**src/rtl/parallel_to_serial.sv**
```systemverilog
// parallel_to_serial: 48-bit CMD frame serializer, bit 47 first.
// Define CRC7_GEN_EN to generate CRC7 on the line and force the end bit.
module parallel_to_serial (
  input  logic        CLK,
  input  logic        RESET_L,
  input  logic        start_sending,
  input  logic [47:0] parallel_in,
  output logic        serial_out,
  output logic        cmd_oe,
  output logic        busy,
  output logic        finished
);

  typedef enum logic [1:0] {
    IDLE,
    SEND,
    DONE
  } state_t;

  state_t      state;
  state_t      state_n;
  logic [47:0] shreg;
  logic [47:0] shreg_n;
  logic [5:0]  cnt;
  logic [5:0]  cnt_n;
  logic        ser_n;
  logic        oe_n;
  logic        busy_n;
  logic        fin_n;
  logic        nxt_bit;

`ifdef CRC7_GEN_EN
  logic [6:0] crc;
  logic [6:0] crc_n;

  function automatic logic [6:0] crc_step(
    input logic [6:0] c,
    input logic       b
  );
    logic fb;
    fb = b ^ c[6];
    return {c[5:3], c[2] ^ fb, c[1:0], fb};
  endfunction
`endif

  // cnt is the index of the frame bit currently on the line
  always_comb begin
    state_n = state;
    shreg_n = shreg;
    cnt_n   = cnt;
    ser_n   = 1'b1;
    oe_n    = 1'b0;
    busy_n  = 1'b0;
    fin_n   = 1'b0;
    nxt_bit = shreg[47];
`ifdef CRC7_GEN_EN
    crc_n   = crc;
`endif
    unique case (state)
      IDLE: begin
        if (start_sending) begin
          state_n = SEND;
          shreg_n = {parallel_in[46:0], 1'b0};
          cnt_n   = 6'd47;
          ser_n   = parallel_in[47];
          oe_n    = 1'b1;
          busy_n  = 1'b1;
`ifdef CRC7_GEN_EN
          crc_n   = crc_step(7'd0, parallel_in[47]);
`endif
        end
      end
      SEND: begin
        busy_n = 1'b1;
        if (cnt == 6'd0) begin
          state_n = DONE;
          fin_n   = 1'b1;
        end else begin
          cnt_n   = cnt - 6'd1;
          shreg_n = {shreg[46:0], 1'b0};
`ifdef CRC7_GEN_EN
          unique case (1'b1)
            (cnt > 6'd8): begin
              nxt_bit = shreg[47];
              crc_n   = crc_step(crc, shreg[47]);
            end
            (cnt > 6'd1 && cnt <= 6'd8): begin
              nxt_bit = crc[6];
              crc_n   = {crc[5:0], 1'b0};
            end
            default: begin
              nxt_bit = 1'b1;
            end
          endcase
`endif
          ser_n = nxt_bit;
          oe_n  = 1'b1;
        end
      end
      DONE: begin
        state_n = IDLE;
      end
      default: begin
        state_n = IDLE;
      end
    endcase
  end

  always_ff @(posedge CLK or negedge RESET_L) begin
    if (!RESET_L) begin
      state      <= IDLE;
      shreg      <= '0;
      cnt        <= '0;
      serial_out <= 1'b1;
      cmd_oe     <= 1'b0;
      busy       <= 1'b0;
      finished   <= 1'b0;
    end else begin
      state      <= state_n;
      shreg      <= shreg_n;
      cnt        <= cnt_n;
      serial_out <= ser_n;
      cmd_oe     <= oe_n;
      busy       <= busy_n;
      finished   <= fin_n;
    end
  end

`ifdef CRC7_GEN_EN
  always_ff @(posedge CLK or negedge RESET_L) begin
    if (!RESET_L) begin
      crc <= '0;
    end else begin
      crc <= crc_n;
    end
  end
`endif

endmodule

```
**config.mk**
```make
export PLATFORM = sky130hd
export DESIGN_NAME = parallel_to_serial
export DESIGN_NICKNAME = d
export VERILOG_FILES = /design/src/rtl/parallel_to_serial.sv
export SDC_FILE = /design/constraint.sdc
export NUM_CORES = 1
export LEC_CHECK = 0
export ABC_AREA = 1
export CORE_AREA = 2 2 79 81
export DETAILED_ROUTE_END_ITERATION = 7
export DIE_AREA = 0 0 81 83
export PLACE_DENSITY = 0.86
export SETUP_SLACK_MARGIN = 0.2
export SLEW_MARGIN = 20
export SYNTH_ARGS = -nofsm -noshare
export SYNTH_HDL_FRONTEND = slang
export SYNTH_SLANG_ARGS = --single-unit
```
**constraint.sdc**
```tcl
create_clock -name CLK -period 1.9 [get_ports CLK]
set_clock_uncertainty 0.15 [all_clocks]
set_input_delay 0.285 -clock CLK [delete_from_list [all_inputs] [get_ports CLK]]
set_output_delay 0.285 -clock CLK [all_outputs]
set_load 0.01 [all_outputs]
```
# ---- Word-level counts from Yosys, hierarchy flattened
# Cells that the tools add are included.
dict set report classes {
  addsub 1
  n_mul 0
  div 0
  magnitude_cmp 0
  n_eq_ne 4
  shift 0
  mux 18
  bitwise 0
  n_reduce_logical 5
}
# cell count
set ops {}
lappend ops {{48-bit two-way mux} 2}
lappend ops {{48-bit one-hot mux with 2 select lines} 1}
lappend ops {{6-bit two-way mux} 2}
lappend ops {{6-bit one-hot mux with 2 select lines} 1}
lappend ops {{6-bit zero test} 1}
lappend ops {{1-bit two-way mux} 6}
lappend ops {{2-bit inequality test, second input constant} 3}
lappend ops {{1-bit one-hot mux with 2 select lines} 3}
lappend ops {{6-bit by 1-bit subtractor with 6-bit output, second input constant} 1}
lappend ops {{2-bit two-way mux} 2}
lappend ops {{2-bit one-hot mux with 2 select lines} 1}
lappend ops {{3-bit AND reduction} 1}
lappend ops {{2-bit by 1-bit == test with 1-bit output, second input constant} 1}
lappend ops {{2-bit zero test} 1}
lappend ops {{2-bit AND reduction} 1}
lappend ops {{2-bit nonzero test} 1}
dict set report word_totals {
  ff_bits 60
  latch_bits 0
  ramBits 0
  rom_bits 0
  in_bits 51
  output_inout_bits 4
  mem_count 0
}

# ---- Depth between registers and ports, before layout
# Gate-level depths: netlist (run 1).
dict set report depth {
  word_depth 3
  ltp_mapped 9
}

# ---- Least setup slack after synthesis (run 1)
# Ideal clock, no wire load.
dict set report synth_timing {
  path_type {reg-to-reg}
  start {reg cnt[0]}
  end {reg cnt[0]}
  setup_time_ps 118
  arrival_time_ps 1356
  t_required_ps 1632
  setup_slack_ps 276
  stages_incl_launch_ff 10
  n_path_buf 2
  cell_sequence {dfrtp_1 -> inv_1 -> ha_1 -> nand3_4 -> nand2_8 -> nand2_8 -> buf_8 -> buf_8 -> nor2_4 -> nor2_2}
}
dict set report synth_between {
  elab_chain_len 3
  elab_cells_between_ends 6
  classes_between {add/sub (1); eq/ne (1); mux (2); reduce/logical (2)}
}
# element line_no
set synth_rtl {}
lappend synth_rtl {{start, declared} 24} ;# logic [5:0] cnt;
lappend synth_rtl {{start signal, assigned} 121} ;# cnt <= cnt_n;
lappend synth_rtl {{6-bit by 1-bit subtractor with 6-bit output or 6-bit zero test (tied branches)} {79, 75}}
lappend synth_rtl {{6-bit two-way mux or 2-bit inequality test (tied branches)} --}
lappend synth_rtl {{6-bit one-hot mux with 2 select lines or 3-bit AND reduction (tied branches)} --}
# Several ways; a longest one is shown, not always the timed one. The select of a mux whose other input is x is not followed.
# A chain may end at the register's enable or synchronous reset.

# ---- Final worst setup path (run 1)
dict set report layout_timing {
  start {reg cmd_oe}
  end {out cmd_oe}
}
# element line_no
set layout_rtl {}
lappend layout_rtl {{start, declared} 9} ;# output logic cmd_oe,
lappend layout_rtl {{start signal, assigned} 123} ;# cmd_oe <= oe_n;
# No word-level cell between the ends.

==> flow_summary.ini, run 1 <==
[detailed_routing]
via_per_inst = 4.909
drc_errors = 0
routed_wl_um = 5927
ant_nets = 0
drtIter0Drc = 126
wl_per_cell_um = 11.76
firstDrtPassIters = 5
dr_total_vias = 2474

[logic_synthesis]
yosys_register_bits = 59
yosysMostFrequentCell = nand2_1
synthTopCellsByArea = dfrtp_1, nand2_1, o21ai_0
synth-compound-area-share_pct = 16.99
yosys.area_share.simple_pct = 20.38
syn-instance-count = 365
synth_top_area_share_pct = 48.54
async_flop_share_pct = 100.0
synth_edf_count = 0
synth_top_family_by_area = simple AND/OR/NAND/NOR gates
synth_adder_area_share_pct = 0.8368
ys_types = 27
synth_mux_area_share_pct = 0
synth_area_mm2 = 0.002990
yosysTopAreaCell = dfrtp_1
ys.flop_type = dfrtp_1
synth-xor-area-share_pct = 0
yosys_warnings = 0
netlist_top_cells_count = nand2_1, dfrtp_1, inv_1
syn_area_per_cell_um2 = 8.193
synthesis.nets = 418
seq_area_frac_synth_pct = 49.41

[sta]
fmax_ghz = 0.6112
setup_violations = 0
grt_setup_unrepaired = false
tightestPinTransition_ns = 0.4312
hold_violations = 0
fin_crit_sh_pct = 86.11
fin_crit_ns = 1.636
finalMaxSlewViolations = 0
setup-tns-final_ns = 0
relSlewSlack_pct = 71.26

[outcome]
status = finished, final reports clean

[worst_setup_path]
slowest_delay_ns = 0.53
critPathMaxFanout = 1
cp-end-kind = output port
crit_required_ns = 1.46
slowest_stage = clkdlybuf4s50_1
path_buf_inv = 1
worstPathArrival_ns = 1.20
crit_type = reg2out
crit_chain = clkdlybuf4s50_1
start_kind = flip-flop
path_delay_family = buffers and inverters

[global_routing]
grt_pass1_wl_um = 10400
overflow = 0
grt_max_degree = 96
grt_pass1_vias = 2409
antenna_found_initial = 0
grt_usage_pct = 19.90

[place]
port_buffers = 54
dp.cells = 480
globalplace.congestion = 0.8033
dp_hpwl_um = 3949
dpl-instance-area_mm2 = 0.003556

[floorplan]
num_rows = 28
pin_count = 55
die_x_um = 81
dieArea_mm2 = 0.006723
core-area_mm2 = 0.005816
die-height_um = 83
initial_core_util_pct = 51.42

[job]
drv_cap = 0

[power_and_ir_drop]
p_per_area_mw_per_mm2 = 798.1
max-vdd-ir-drop_mv = 0.3942
p_leak_nw = 1.758

[clocking]
clock_sinks = 59
cts_buffers = 9
clkTransAtPathRegs_ns = 0.06
insertion_delay_ns = 0.33
cts_tree = done
root_buffer = clkbuf_8
cts_max_level = 3
cts_buffer_depth = 2

[final_layout]
post-route-util_pct = 65.30
final_area_mm2 = 0.003797
stdcell_count = 504
nNetsFinal = 477
n_fill_cell = 505
num_antenna_cells = 0
drive_above_1_share_pct = 12.12
syn2layout_area_growth_pct = 26.99

[worst_hold_path]
hp-class = in2async
-- logic make-up after synthesis --
logic type / after synthesis
AOI/OAI and AO/OA: 96
buffers and inverters: 75
and+or+nand+nor: 133
adders and majority gates: 2
DFF: 59
-- per-stage QoR --
stage | power [mW] | hold WS (ns) | setup WS (ns)
after floorplan | 1.813 | -0.1606 | 0.2761
after global placement | 1.995 | 0.04558 | 0.1347
after detailed placement | 2.021 | 0.05090 | 0.08232
after CTS | 3.052 | 0.2176 | 0.2266
after global routing | 3.200 | 0.2461 | 0.1861
final | 3.031 | 0.2236 | 0.2638
-- cell usage in the layout (no fill, tap or decap) --
master,instances
ha_1,1
nor2_4,2
o22ai_1,1
nor2_2,3
nand3_4,1
buf_2,1
clkbuf_8,11
o21ai_0,49
nand3_2,1
nor2_1,5
clkbuf_1,3
clkinv_2,2
dlygate4sd3_1,1
inv_4,1
nand3_1,6
dfrtp_1,58
nand2_8,2
inv_2,3
nand3b_1,1
ha_2,1
inv_1,50
clkdlybuf4s50_1,52
nand4_1,2
o21ai_2,7
nor2_8,1
or2_2,1
dfstp_2,1
buf_12,4
o21ai_1,39
buf_4,9
dlygate4sd2_1,1
nand2_1,108
inv_8,1
-- where the power goes --
part	internal [mW]	switching (mW)	leakage, nW
logic	0.275	0.330	0.930
registers	1.37	0.0396	0.738
clock network	0.542	0.475	0.0905
-- state kept, by name (all words and copies together), names as in the netlist --
| name | count |
|---|---|
| serial_out | 1 |
| finished | 1 |
| busy | 1 |
| cmd_oe | 1 |
| state | 2 |
| cnt | 6 |
| shreg | 47 |
-- timing repair --
item | CTS | global route
resized for setup | 4 | 2
setup buffers | 2 | 5
pin swaps | 2 | 1
setup endpoints to repair | 50 | 45
hold endpoints to repair | 13 | 0
hold buffers | 1 | 0
-- area by class of cell --
cell class / count / area, um2 / share of cell area (%)
clock inverter: 2 / 10.01 / 0.2636
inverter: 55 / 216.5 / 5.700
tap: 75 / 93.84 / 2.471
timing repair buffer: 68 / 691.9 / 18.22
clock buffer: 14 / 162.7 / 4.283
multi-input combinational: 231 / 1145 / 30.15
sequential: 59 / 1478 / 38.91
-- layer usage --
metal  track usage (%)  part of all wire (%)  vias to the layer above
met5                 0                     0                        -
met4             12.63                   3.8                        0
met3             2.935                   3.3                       18
met2             31.56                    49                       58
met1             25.04                    43                     1141
li1                  -                     -                     1257
-- path summary, 6_finish.rpt --
path	start	end	slack [ns]	cells past startpoint
worst max-delay path	cmd_oe	cmd_oe	0.26	1
worst min-delay path	RESET_L	shreg[9]	0.22	2
worst max register to register	state[1]	shreg[32]	0.28	5
worst min register to register	shreg[25]	shreg[25]	0.36	2
max in group asynchronous	RESET_L	busy	0.73	3
min in group CLK	shreg[25]	shreg[25]	0.36	2
No activity file was read; power rests on OpenSTA's default activity.
==> inputs of run 2 (changes only) <==
- MAX_ROUTING_LAYER: default -> met4
==> flow_summary.ini, run 2 (same netlist as run 1, synthesis figures left out) <==
[clocking]
cts_tree = done
cts_buffer_depth = 2
clock_sinks = 59
root_buffer = clkbuf_8
cts_max_level = 3
clkTransAtPathRegs_ns = 0.06
insertion_delay_ns = 0.33
cts_buffers = 9

[worst_setup_path]
path_buf_inv = 1
crit_chain = clkdlybuf4s50_1
slowest_stage = clkdlybuf4s50_1
crit_required_ns = 1.46
start_kind = flip-flop
critPathMaxFanout = 1
cp-end-kind = output port
slowest_delay_ns = 0.53
worstPathArrival_ns = 1.20
path_delay_family = buffers and inverters
crit_type = reg2out

[detailed_routing]
wl_per_cell_um = 11.80
dr_total_vias = 2458
drtIter0Drc = 131
firstDrtPassIters = 4
routed_wl_um = 5948
ant_nets = 0
drc_errors = 0
via_per_inst = 4.877

[sta]
finalMaxSlewViolations = 0
setup-tns-final_ns = 0
fmax_ghz = 0.6108
hold_violations = 0
fin_crit_sh_pct = 86.17
tightestPinTransition_ns = 0.4333
setup_violations = 0
fin_crit_ns = 1.637
finalWorstSetupSlack_ns = 0.2627
grt_setup_unrepaired = false
relSlewSlack_pct = 71.11

[final_layout]
nNetsFinal = 477
multi_input_area_mm2 = 0.001145
largest_register_ff_count = 47
regArea_mm2 = 0.001478
layout_commonest_cell = nand2_1
n_fill_cell = 505
top_regs = shreg (47), cnt (6), state (2)
num_antenna_cells = 0
regMostFlops = shreg
layout_common_cells = nand2_1, dfrtp_1, clkdlybuf4s50_1
drive_above_1_share_pct = 12.12
syn2layout_area_growth_pct = 26.99

[global_routing]
overflow = 0
grt_max_degree = 96
grt_pass1_wl_um = 10400
grt_usage_pct = 20.45
antenna_found_initial = 0
grt_pass1_vias = 2409

[floorplan]
die-height_um = 83
dieArea_mm2 = 0.006723
pin_count = 55
core-area_mm2 = 0.005816
num_rows = 28
die_x_um = 81
initial_core_util_pct = 51.42

[outcome]
status = finished, final reports clean

[power_and_ir_drop]
max-vdd-ir-drop_mv = 0.3944
p_leak_nw = 1.758
total_power_mw = 3.032
p_per_area_mw_per_mm2 = 798.5

[place]
port_buffers = 54
globalplace.congestion = 0.8149
post-place-ws_ns = 0.08232
dp_hpwl_um = 3949

[worst_hold_path]
hp-class = in2async

[job]
drv_cap = 0
## run 2: cell counts in the layout (fill, tap and decap cells not counted)
Identical to the previous run, type by type.
## run 2: repair_timing
action / 4_1_cts / 5_1_grt
pin swaps: 2 / 1
hold buffers: 1 / 0
endpoints found under the hold margin: 13 / 0
endpoints found under the setup margin: 50 / 45
buffers inserted: 2 / 5
gates resized for setup: 4 / 2
## run 2: power breakdown
part           internal (mW)  leakage [nW]  switching [mW]
Combinational          0.275         0.930           0.329
Clock                  0.542        0.0905           0.477
Sequential              1.37         0.738          0.0397
## run 2: metrics by stage
stage               area [um2]  std cells  hold WS, ns  util [%]
finish                    3797        504       0.2240     65.30
detailed placement        3556        480      0.05090     61.14
floorplan                 2990        365      -0.1606         -
CTS                       3757        499       0.2176     64.61
global placement          3556        480      0.04558     61.14
global route              3797        504       0.2461     65.30
## run 2: worst paths after layout
kind                            slack [ns]        end      start  depth (start not counted)
worst max-delay path                  0.26     cmd_oe     cmd_oe                          1
worst min-delay path                  0.22   shreg[9]    RESET_L                          2
worst max register to register        0.28  shreg[32]   state[1]                          5
worst min register to register        0.36  shreg[25]  shreg[25]                          2
max in group asynchronous             0.73       busy    RESET_L                          3
min in group CLK                      0.36  shreg[25]  shreg[25]                          2
## run 2: layer usage
metal	GRT usage (%)	up-vias	routed length (um)
met2	31.56	53	2962
met1	25.04	1130	2590
met5	-	-	0
li1	-	1259	-
met4	12.63	0	208
met3	2.935	16	187
## run 2: layout make-up
cell class	instances	area share [%]
clock inverters	2	0.2636
repair buffers	68	18.22
well taps	75	2.471
flip-flops and latches	59	38.91
clock buffers	14	4.283
inverters	55	5.700
multi-input cells	231	30.15
==> inputs of run 3 (changes only) <==
- SLEW_MARGIN: 20 -> 0
==> results of run 3 <==
Same layout as run 2: the final DEF is identical, and so are final timing and power.
